File: src/rtl/imm_gen_stage_if.sv
// Valid/ready bundle between fetch and the immediate-generation stage.
// The slave modport is the stage's view. The master modport is the environment's view.
interface imm_gen_stage_if #(
  parameter int XLEN = 32
);
  logic            flush;
  logic            in_valid;
  logic            in_ready;
  logic [31:0]     in_instr;
  logic [XLEN-1:0] in_pc;
  logic            out_valid;
  logic            out_ready;
  logic [XLEN-1:0] out_imm;
  logic [XLEN-1:0] out_target;
  logic [2:0]      out_fmt;
  logic            out_illegal;

  modport slave (
    input  flush, in_valid, in_instr, in_pc, out_ready,
    output in_ready, out_valid, out_imm, out_target, out_fmt, out_illegal
  );

  modport master (
    output flush, in_valid, in_instr, in_pc, out_ready,
    input  in_ready, out_valid, out_imm, out_target, out_fmt, out_illegal
  );
endinterface

File: src/rtl/imm_gen_stage.sv
// Registered immediate generator: decodes the format from the opcode, extends the immediate,
// and precomputes the PC-relative target behind a one-entry skid buffer.
module imm_gen_stage #(
  parameter int XLEN = 32
) (
  input logic             clk,
  input logic             rst,
  imm_gen_stage_if.slave  bus
);

  if (XLEN != 32 && XLEN != 64) begin : g_xlen_check
    $error("imm_gen_stage: XLEN must be 32 or 64");
  end

  typedef enum logic [2:0] {
    FMT_NONE  = 3'd0,
    FMT_I     = 3'd1,
    FMT_SHAMT = 3'd2,
    FMT_S     = 3'd3,
    FMT_B     = 3'd4,
    FMT_U     = 3'd5,
    FMT_J     = 3'd6,
    FMT_CSR   = 3'd7
  } fmt_e;

  typedef struct packed {
    logic [XLEN-1:0] imm;
    logic [XLEN-1:0] target;
    fmt_e            fmt;
    logic            illegal;
  } entry_t;

  localparam logic [6:0] OPC_LOAD      = 7'b0000011;
  localparam logic [6:0] OPC_MISC_MEM  = 7'b0001111;
  localparam logic [6:0] OPC_OP_IMM    = 7'b0010011;
  localparam logic [6:0] OPC_AUIPC     = 7'b0010111;
  localparam logic [6:0] OPC_OP_IMM_32 = 7'b0011011;
  localparam logic [6:0] OPC_STORE     = 7'b0100011;
  localparam logic [6:0] OPC_OP        = 7'b0110011;
  localparam logic [6:0] OPC_LUI       = 7'b0110111;
  localparam logic [6:0] OPC_OP_32     = 7'b0111011;
  localparam logic [6:0] OPC_BRANCH    = 7'b1100011;
  localparam logic [6:0] OPC_JALR      = 7'b1100111;
  localparam logic [6:0] OPC_JAL       = 7'b1101111;
  localparam logic [6:0] OPC_SYSTEM    = 7'b1110011;

  logic [31:0]     instr;
  logic [6:0]      opcode;
  logic [2:0]      funct3;
  logic            is_shift;
  logic [XLEN-1:0] imm_i, imm_s, imm_b, imm_u, imm_j, shamt5, shamt6, zimm;

  assign instr    = bus.in_instr;
  assign opcode   = instr[6:0];
  assign funct3   = instr[14:12];
  assign is_shift = (funct3 == 3'b001) || (funct3 == 3'b101);

  assign imm_i  = XLEN'($signed(instr[31:20]));
  assign imm_s  = XLEN'($signed({instr[31:25], instr[11:7]}));
  assign imm_b  = XLEN'($signed({instr[31], instr[7], instr[30:25], instr[11:8], 1'b0}));
  assign imm_u  = XLEN'($signed({instr[31:12], 12'b0}));
  assign imm_j  = XLEN'($signed({instr[31], instr[19:12], instr[20], instr[30:21], 1'b0}));
  assign shamt5 = XLEN'(instr[24:20]);
  assign shamt6 = XLEN'(instr[25:20]);
  assign zimm   = XLEN'(instr[19:15]);

  entry_t dec;
  logic   pc_rel;

  // NOTE: every field gets a default before the case so no path leaves one unassigned (no latch).
  always_comb begin
    dec.fmt     = FMT_NONE;
    dec.imm     = '0;
    dec.illegal = 1'b0;
    pc_rel      = 1'b0;
    case (opcode)
      OPC_LOAD, OPC_JALR, OPC_MISC_MEM: begin
        dec.fmt = FMT_I;
        dec.imm = imm_i;
      end
      OPC_OP_IMM: begin
        if (is_shift) begin
          dec.fmt = FMT_SHAMT;
          if (XLEN == 64) begin
            dec.imm = shamt6;
          end else begin
            dec.imm     = shamt5;
            dec.illegal = instr[25];
          end
        end else begin
          dec.fmt = FMT_I;
          dec.imm = imm_i;
        end
      end
      OPC_OP_IMM_32: begin
        if (XLEN != 64) begin
          dec.illegal = 1'b1;
        end else if (is_shift) begin
          // Word shifts only take 5 bits even on a 64-bit datapath.
          dec.fmt     = FMT_SHAMT;
          dec.imm     = shamt5;
          dec.illegal = instr[25];
        end else begin
          dec.fmt = FMT_I;
          dec.imm = imm_i;
        end
      end
      OPC_STORE: begin
        dec.fmt = FMT_S;
        dec.imm = imm_s;
      end
      OPC_BRANCH: begin
        dec.fmt = FMT_B;
        dec.imm = imm_b;
        pc_rel  = 1'b1;
      end
      OPC_LUI: begin
        dec.fmt = FMT_U;
        dec.imm = imm_u;
      end
      OPC_AUIPC: begin
        dec.fmt = FMT_U;
        dec.imm = imm_u;
        pc_rel  = 1'b1;
      end
      OPC_JAL: begin
        dec.fmt = FMT_J;
        dec.imm = imm_j;
        pc_rel  = 1'b1;
      end
      OPC_OP: ;
      OPC_OP_32: dec.illegal = (XLEN != 64);
      OPC_SYSTEM: begin
        if (funct3 != 3'b000) begin
          dec.fmt = FMT_CSR;
          dec.imm = funct3[2] ? zimm : '0;
        end
      end
      default: dec.illegal = 1'b1;
    endcase
    dec.target = bus.in_pc + (pc_rel ? dec.imm : XLEN'(4));
  end

  logic   out_valid_q, out_valid_d;
  logic   skid_valid_q, skid_valid_d;
  entry_t out_q, out_d;
  entry_t skid_q, skid_d;
  logic   accept, issue;

  assign accept = bus.in_valid && !skid_valid_q;
  assign issue  = out_valid_q && bus.out_ready;

  always_comb begin
    out_valid_d  = out_valid_q;
    skid_valid_d = skid_valid_q;
    out_d        = out_q;
    skid_d       = skid_q;
    if (bus.flush) begin
      out_valid_d  = 1'b0;
      skid_valid_d = 1'b0;
    end else if (!out_valid_q || issue) begin
      skid_valid_d = 1'b0;
      if (skid_valid_q) begin
        out_d       = skid_q;
        out_valid_d = 1'b1;
      end else if (accept) begin
        out_d       = dec;
        out_valid_d = 1'b1;
      end else begin
        out_valid_d = 1'b0;
      end
    end else if (accept) begin
      skid_d       = dec;
      skid_valid_d = 1'b1;
    end
  end

  // NOTE: state registers use non-blocking assignments so every flop samples pre-edge values.
  always_ff @(posedge clk or posedge rst) begin
    if (rst) begin
      out_valid_q  <= 1'b0;
      skid_valid_q <= 1'b0;
      out_q        <= '0;
    end else begin
      out_valid_q  <= out_valid_d;
      skid_valid_q <= skid_valid_d;
      out_q        <= out_d;
    end
  end

  // NOTE: skid payload needs no reset; it is only read while skid_valid_q is set.
  always_ff @(posedge clk) begin
    skid_q <= skid_d;
  end

  assign bus.in_ready    = !skid_valid_q;
  assign bus.out_valid   = out_valid_q;
  assign bus.out_imm     = out_q.imm;
  assign bus.out_target  = out_q.target;
  assign bus.out_fmt     = out_q.fmt;
  assign bus.out_illegal = out_q.illegal;

endmodule
File: src/flat_wrapper.sv
// flat-port wrapper written by rule: the top's interface ports become plain ports
module imm_gen_stage_flat 
#(
  parameter int XLEN = 32
)
  (clk, rst, bus_flush, bus_in_valid, bus_in_instr, bus_in_pc, bus_out_ready, bus_in_ready, bus_out_valid, bus_out_imm, bus_out_target, bus_out_fmt, bus_out_illegal);
  imm_gen_stage_if #(.XLEN(XLEN)) bus_i ();
  input logic clk;
  input logic rst;
  input wire logic [$bits(bus_i.flush)-1:0] bus_flush;
  input wire logic [$bits(bus_i.in_valid)-1:0] bus_in_valid;
  input wire logic [$bits(bus_i.in_instr)-1:0] bus_in_instr;
  input wire logic [$bits(bus_i.in_pc)-1:0] bus_in_pc;
  input wire logic [$bits(bus_i.out_ready)-1:0] bus_out_ready;
  output wire logic [$bits(bus_i.in_ready)-1:0] bus_in_ready;
  output wire logic [$bits(bus_i.out_valid)-1:0] bus_out_valid;
  output wire logic [$bits(bus_i.out_imm)-1:0] bus_out_imm;
  output wire logic [$bits(bus_i.out_target)-1:0] bus_out_target;
  output wire logic [$bits(bus_i.out_fmt)-1:0] bus_out_fmt;
  output wire logic [$bits(bus_i.out_illegal)-1:0] bus_out_illegal;
  assign bus_i.flush = bus_flush;
  assign bus_i.in_valid = bus_in_valid;
  assign bus_i.in_instr = bus_in_instr;
  assign bus_i.in_pc = bus_in_pc;
  assign bus_i.out_ready = bus_out_ready;
  assign bus_in_ready = bus_i.in_ready;
  assign bus_out_valid = bus_i.out_valid;
  assign bus_out_imm = bus_i.out_imm;
  assign bus_out_target = bus_i.out_target;
  assign bus_out_fmt = bus_i.out_fmt;
  assign bus_out_illegal = bus_i.out_illegal;
  imm_gen_stage #(.XLEN(XLEN)) u_core (.clk(clk), .rst(rst), .bus(bus_i));
endmodule
File: config.mk
export PLATFORM = sky130hd
export DESIGN_NAME = imm_gen_stage_flat
export DESIGN_NICKNAME = d
export VERILOG_FILES = /design/src/rtl/imm_gen_stage_if.sv /design/src/rtl/imm_gen_stage.sv /design/src/flat_wrapper.sv
export SDC_FILE = /design/constraint.sdc
export NUM_CORES = 1
export LEC_CHECK = 0
export ABC_AREA = 0
export CAP_MARGIN = 40
export CORE_MARGIN = 2
export CORE_UTILIZATION = 41
export DETAILED_ROUTE_END_ITERATION = 16
export DONT_BUFFER_PORTS = 1
export PLACE_DENSITY_LB_ADDON = 0.15
export SLEW_MARGIN = 20
export SYNTH_ARGS = -nofsm -noshare
export SYNTH_HDL_FRONTEND = slang
export SYNTH_SLANG_ARGS = --single-unit
File: constraint.sdc
create_clock -name clk -period 11.2 [get_ports clk]
set_input_delay 2.24 -clock clk [delete_from_list [all_inputs] [get_ports clk]]
set_output_delay 2.24 -clock clk [all_outputs]
set_load 0.05 [all_outputs]
* Word-level counts from Yosys, hierarchy flattened
Index checks and enable logic that the tools add are counted. Widths: inputs -> output; s select.
Storage, ports and cells: bits in read-only memories 0, input port bits 69, register bits 138, word-level logic and storage cells 62, bits in latches 0, memories kept 0, memory bits (writable) 0
Operators by class: multiply operators 0, bitwise operators 2, add/sub/neg operators 1, multiplexer cells 20, magnitude comparators 0, div/mod/pow operators 0, reductions and logical operators 16, shift-type cells 0, equality and inequality tests 13
Operators with widths (count):
- $pmux 32 s7 | 1
- $mux 68 | 2
- $mux 32 | 3
- $add 32x32->32 | 1
- $eq 7x7->1 const B | 4
- $eq 7x6->1 const B | 3
- $pmux 3 s7 | 1
- $eq 7x5->1 const B | 2
- $reduce_or 10->1 | 1
- $mux 1 | 9
- $eq 7x2->1 const B | 1
- $eq 7x4->1 const B | 1
- $reduce_and 3->1 | 2
- $reduce_bool 3->1 | 2
- $reduce_or 3->1 | 2
- $mux 5 | 1
- $reduce_bool 2->1 | 2
- $eq 3x1->1 const B | 1
- $eq 3x3->1 const B | 1
- $mux 3 | 1
- $logic_and 1x1->1 | 2
- $logic_not 1->1 | 2
- $logic_or 1x1->1 | 2
- $mux 2 | 1
- other kinds (3) | 4

* Logic depth before layout (Yosys ltp)
word-level depth 8, depth in mapped cells 20

* Worst setup path after synthesis
Ideal clock, no wire load.
kind in2reg, from in bus_out_ready, to reg u_core.skid_q[0] (netlist bit) (enable), data arrival time 9.471 ns, data required time 10.511 ns, stages on the path 2, setup time 0.689 ns, slack 1.040 ns, path through nand2b_1 nor4b_1
On the way: word-level cells in the longest chain between the ends 4
RTL lines:
- start: declaration | RTL line flat_wrapper.sv:14 | input wire logic [$bits(bus_i.out_ready)-1:0] bus_out_ready;
- $logic_and 1x1->1 | RTL line imm_gen_stage.sv:151 | assign issue = out_valid_q && bus.out_ready;
- $logic_or 1x1->1 | RTL line imm_gen_stage.sv:161 | end else if (!out_valid_q || issue) begin
- $not 1->1 (no source line)
- $reduce_and 3->1 (no source line)
- end signal: assignment | RTL line imm_gen_stage.sv:193 | skid_q <= skid_d;
- end: declaration | RTL line imm_gen_stage.sv:147 | entry_t skid_q, skid_d;
No other way between the ends. A chain may end at the register's enable or synchronous reset.

==> results.md <==
- Status: completed
- Worst Path Required: 11.36 ns
- Count of cell types in the netlist: 64
- Root buffer cell: clkbuf_16
- Initial Utilization: 41.6%
- Area growth, synth to finish: 11.6%
- H-tree Lvls: 4
- R2R setup slack: 8.78 ns
- Die height: 141 um
- Final period util: 53.3%
- Reg power frac: 50.1%
- First-pass GRT wire length: 34500 um
- Leak: 3.88 nW
- Largest net degree at the start of global routing: 76
- Drt drc: 0
- ANT nets after route: 0
- Crit path max fanout: 10
- Cells on worst reg2reg path: 8
- Origin of the critical flop-to-flop path: u_core.skid_valid_q$_DFFE_PP0P_
- Min cycle time layout: 5.97 ns
- CTS Hold Buffers Added: 0
- Post-CTS setup buffers: 0
- I/O Buffers: 0
- CP endpoint kind: flip-flop
- Mean Syn Cell Area: 9.60 um2
- Layout Nets: 893
- # rows: 50
- # clock sinks: 138
- Vias in the first global route: 5886
- Total wire length: 21900 um
- Max Clock Freq: 167 MHz
- Final Hold Fails: 0
- Combinational group share of total power: 7.7%
- Async S/R FF share, synth: 50.7%
- Post-Syn Area: 7730 um2
- Worst slew pin tran: 0.696 ns
- Hold path startpoint: u_core.skid_q[30]$_DFFE_PP_
- Hpwl dp: 16500 um
- Synth Net Count: 906
- Clock network latency to the later pin of the worst-skew pair: 0.42 ns
- Share of post-route cells with drive strength above 1: 7.45%
- Switch Pwr: 0.413 mW
- GR Overflow Total: 0
- Core Util, Final: 46.4%
- Post-synth EDFFs: 68
- Area post-placement: 7990 um2
- Peak supply drop: 0.107 mV
- Switching share of power: 30.0%
- Clock power frac: 42.2%
- Clk buf depth: 2
- Critical path class: in -> reg
- DR WL/cell: 21.1 um
- GP Congestion: 0.900
- Share of Yosys cell area claimed by the top area cell type: 26.4%
- Total core area: 18600 um2
- PD cells: 159 nW/um2
- Worst Hold Depth: 2
- Hold Path End: u_core.bus.out_target[26]$_DFFE_PP0P_
- Width of the die: 141 um
- First-pass DRT Iterations: 5
- Slew Limit Headroom: 53.6%
- Iter 0 DRT Violations: 411
- Hold crit path type: reg -> reg
- Synth area leaders: edfxtp_1 26%, dfrtp_1 23%, nand2_1 5.4%
- Die area: 20000 um2
- Setup violators final: 0
- Synth Warn #: 0
- Most common flop cell mapped by yosys: dfrtp_1
- Post-synthesis register bit count: 138
- Final instance area: 8620 um2
- Fill count: 1787
- Startpoint Class: input pin
- # diodes: 0
- GRT Total Usage: 22.7%
- Clk slew on worst S/H paths: 0.06 ns
- I/O pin cnt: 139
- Worst EP arrival: 6.14 ns
- Setup TNS: 0 ns
- RSZ-0062 raised after global routing: no
- CTS tree: yes
- FF-to-FF End: u_core.bus.out_target[20]$_DFFE_PP0P_
- Num CTS Buffers: 17
- Area leader, netlist: edfxtp_1
- Cells after synthesis: 805
- Initial antenna violation count: 1
- Skew final: 0.00471 ns
- Internal power: 0.961 mW
- Max_cap viols: 0
- Register area share after synthesis: 49.1%
- Slew Limit Fails: 0
- Launch point of the worst path: bus_in_instr[1]
- DR vias/cell: 5.65
- Via count: 5873
- Post-cts sizing count: 0
## flip-flops by register name, summed over array words and instances, names as in the netlist
signal	cells
u_core.skid_q	68
u_core.bus.out_imm	32
u_core.bus.out_target	32
u_core.bus.out_fmt	3
u_core.bus.out_illegal	1
u_core.bus.out_valid	1
u_core.skid_valid_q	1
## final cells by class
| cell class | count | area, um2 | area share [%] |
|---|---|---|---|
| Clock buffer | 23 | 499 | 5.79 |
| Sequential cell | 138 | 3790 | 44.0 |
| Multi-Input combinational cell | 591 | 3650 | 42.3 |
| Tap cell | 234 | 293 | 3.39 |
| Clock inverter | 9 | 111 | 1.29 |
| Inverter | 34 | 128 | 1.48 |
| Timing Repair Buffer | 10 | 151 | 1.76 |
## worst max-delay path, stage by stage
cell and delay, ns:
nand2_1 0.22, nor2_1 0.36, nand2_1 0.12, nor2_1 0.21, and2_1 0.25, a222oi_1 0.17, or2_2 0.37, fa_1 0.45
nand2b_1 0.19, a21oi_2 0.22, o2111ai_2 0.22, a2111oi_2 0.49, o21ai_2 0.14, o21ai_2 0.22, a221oi_2 0.11, xnor2_1 0.14
## how the worst max path moves through the flow
stage / endpoint / slack (ns)
2_1_floorplan: u_core.skid_q[0]$_DFFE_PP_ / 1.04
3_3_place_gp: u_core.skid_q[34]$_DFFE_PP_ / 4.82
3_5_place_dp: u_core.skid_q[34]$_DFFE_PP_ / 4.84
4_1_cts: u_core.skid_q[34]$_DFFE_PP_ / 5.28
5_1_grt: u_core.bus.out_target[30]$_DFFE_PP0P_ / 5.02
6_report: u_core.skid_q[34]$_DFFE_PP_ / 5.23
## cells in the mapped netlist (2+ instances only)
library cell  instances
a21oi_1              74
o21a_1                7
a21boi_0              3
a222oi_1              4
dfrtp_1              70
buf_4                 2
nor3_1                7
nand3_1              19
a2111oi_2             2
a211oi_1              3
a21oi_2               2
inv_1                33
o211ai_1              4
o21ai_0              68
o22ai_1               2
a211o_1               2
o21ai_2               2
xnor2_1              20
ha_1                 31
o2111ai_1             2
o31ai_1               2
buf_2                 8
mux2i_1              34
edfxtp_1             68
o21ai_1               6
and3_1                5
buf_1                 4
a22oi_1               2
and2_1                9
or3_1                 2
xor2_1               10
nand4_1               6
o211a_1               2
a31oi_1               9
clkbuf_1             28
nor2b_1              12
nand2b_1             12
nor2_1               71
o21bai_1              2
nand2_1             112
a21o_1               21
## metal layers
metal / part of all wire, % / wire (um) / vias to the layer above / global-route usage (%)
met5: 0.055 / 12 / - / 0
met2: 46 / 10200 / 173 / 35.2
li1: - / - / 2846 / -
met4: 1.8 / 398 / 2 / 6.89
met1: 44 / 9630 / 2828 / 30.1
met3: 7.7 / 1690 / 24 / 7.80
## power by group through the flow
stage | clock, mW | sequential, mW | combinational (mW)
floorplan | 0 | 0.692 | 0.0818
global placement | 0 | 0.699 | 0.100
detailed placement | 0 | 0.699 | 0.106
CTS | 0.592 | 0.689 | 0.106
global route | 0.614 | 0.692 | 0.122
finish | 0.580 | 0.688 | 0.106
## cell families after synthesis
family	synth area share [%]
AOI/OAI and AO/OA	18.7
buffers and inverters	3.92
muxes	4.40
adders and majority gates	5.28
DFF	49.1
and+or+nand+nor	15.1
other	0.0485
xor gates and xnor gates	3.40
## placed cells by master (no fill, tap or decap), types with 18 or more instances in the layout
master / instances
clkbuf_16: 18
ha_1: 31
o21ai_0: 68
dfrtp_1: 69
edfxtp_1: 68
a21oi_1: 74
nor2_1: 71
nand3_1: 19
inv_1: 32
xnor2_1: 20
nand2_1: 111
mux2i_1: 34
a21o_1: 21
## through the flow
stage	worst slack, ns	hold slack (ns)	std cells	power [mW]
after floorplan	1.04	0.469	805	0.774
after global placement	4.82	0.478	1001	0.799
after detailed placement	4.84	0.485	1006	0.805
after CTS	5.28	0.499	1038	1.39
after global routing	5.02	0.528	1039	1.43
final	5.23	0.494	1039	1.37
Power figures use the tool's default switching activity.
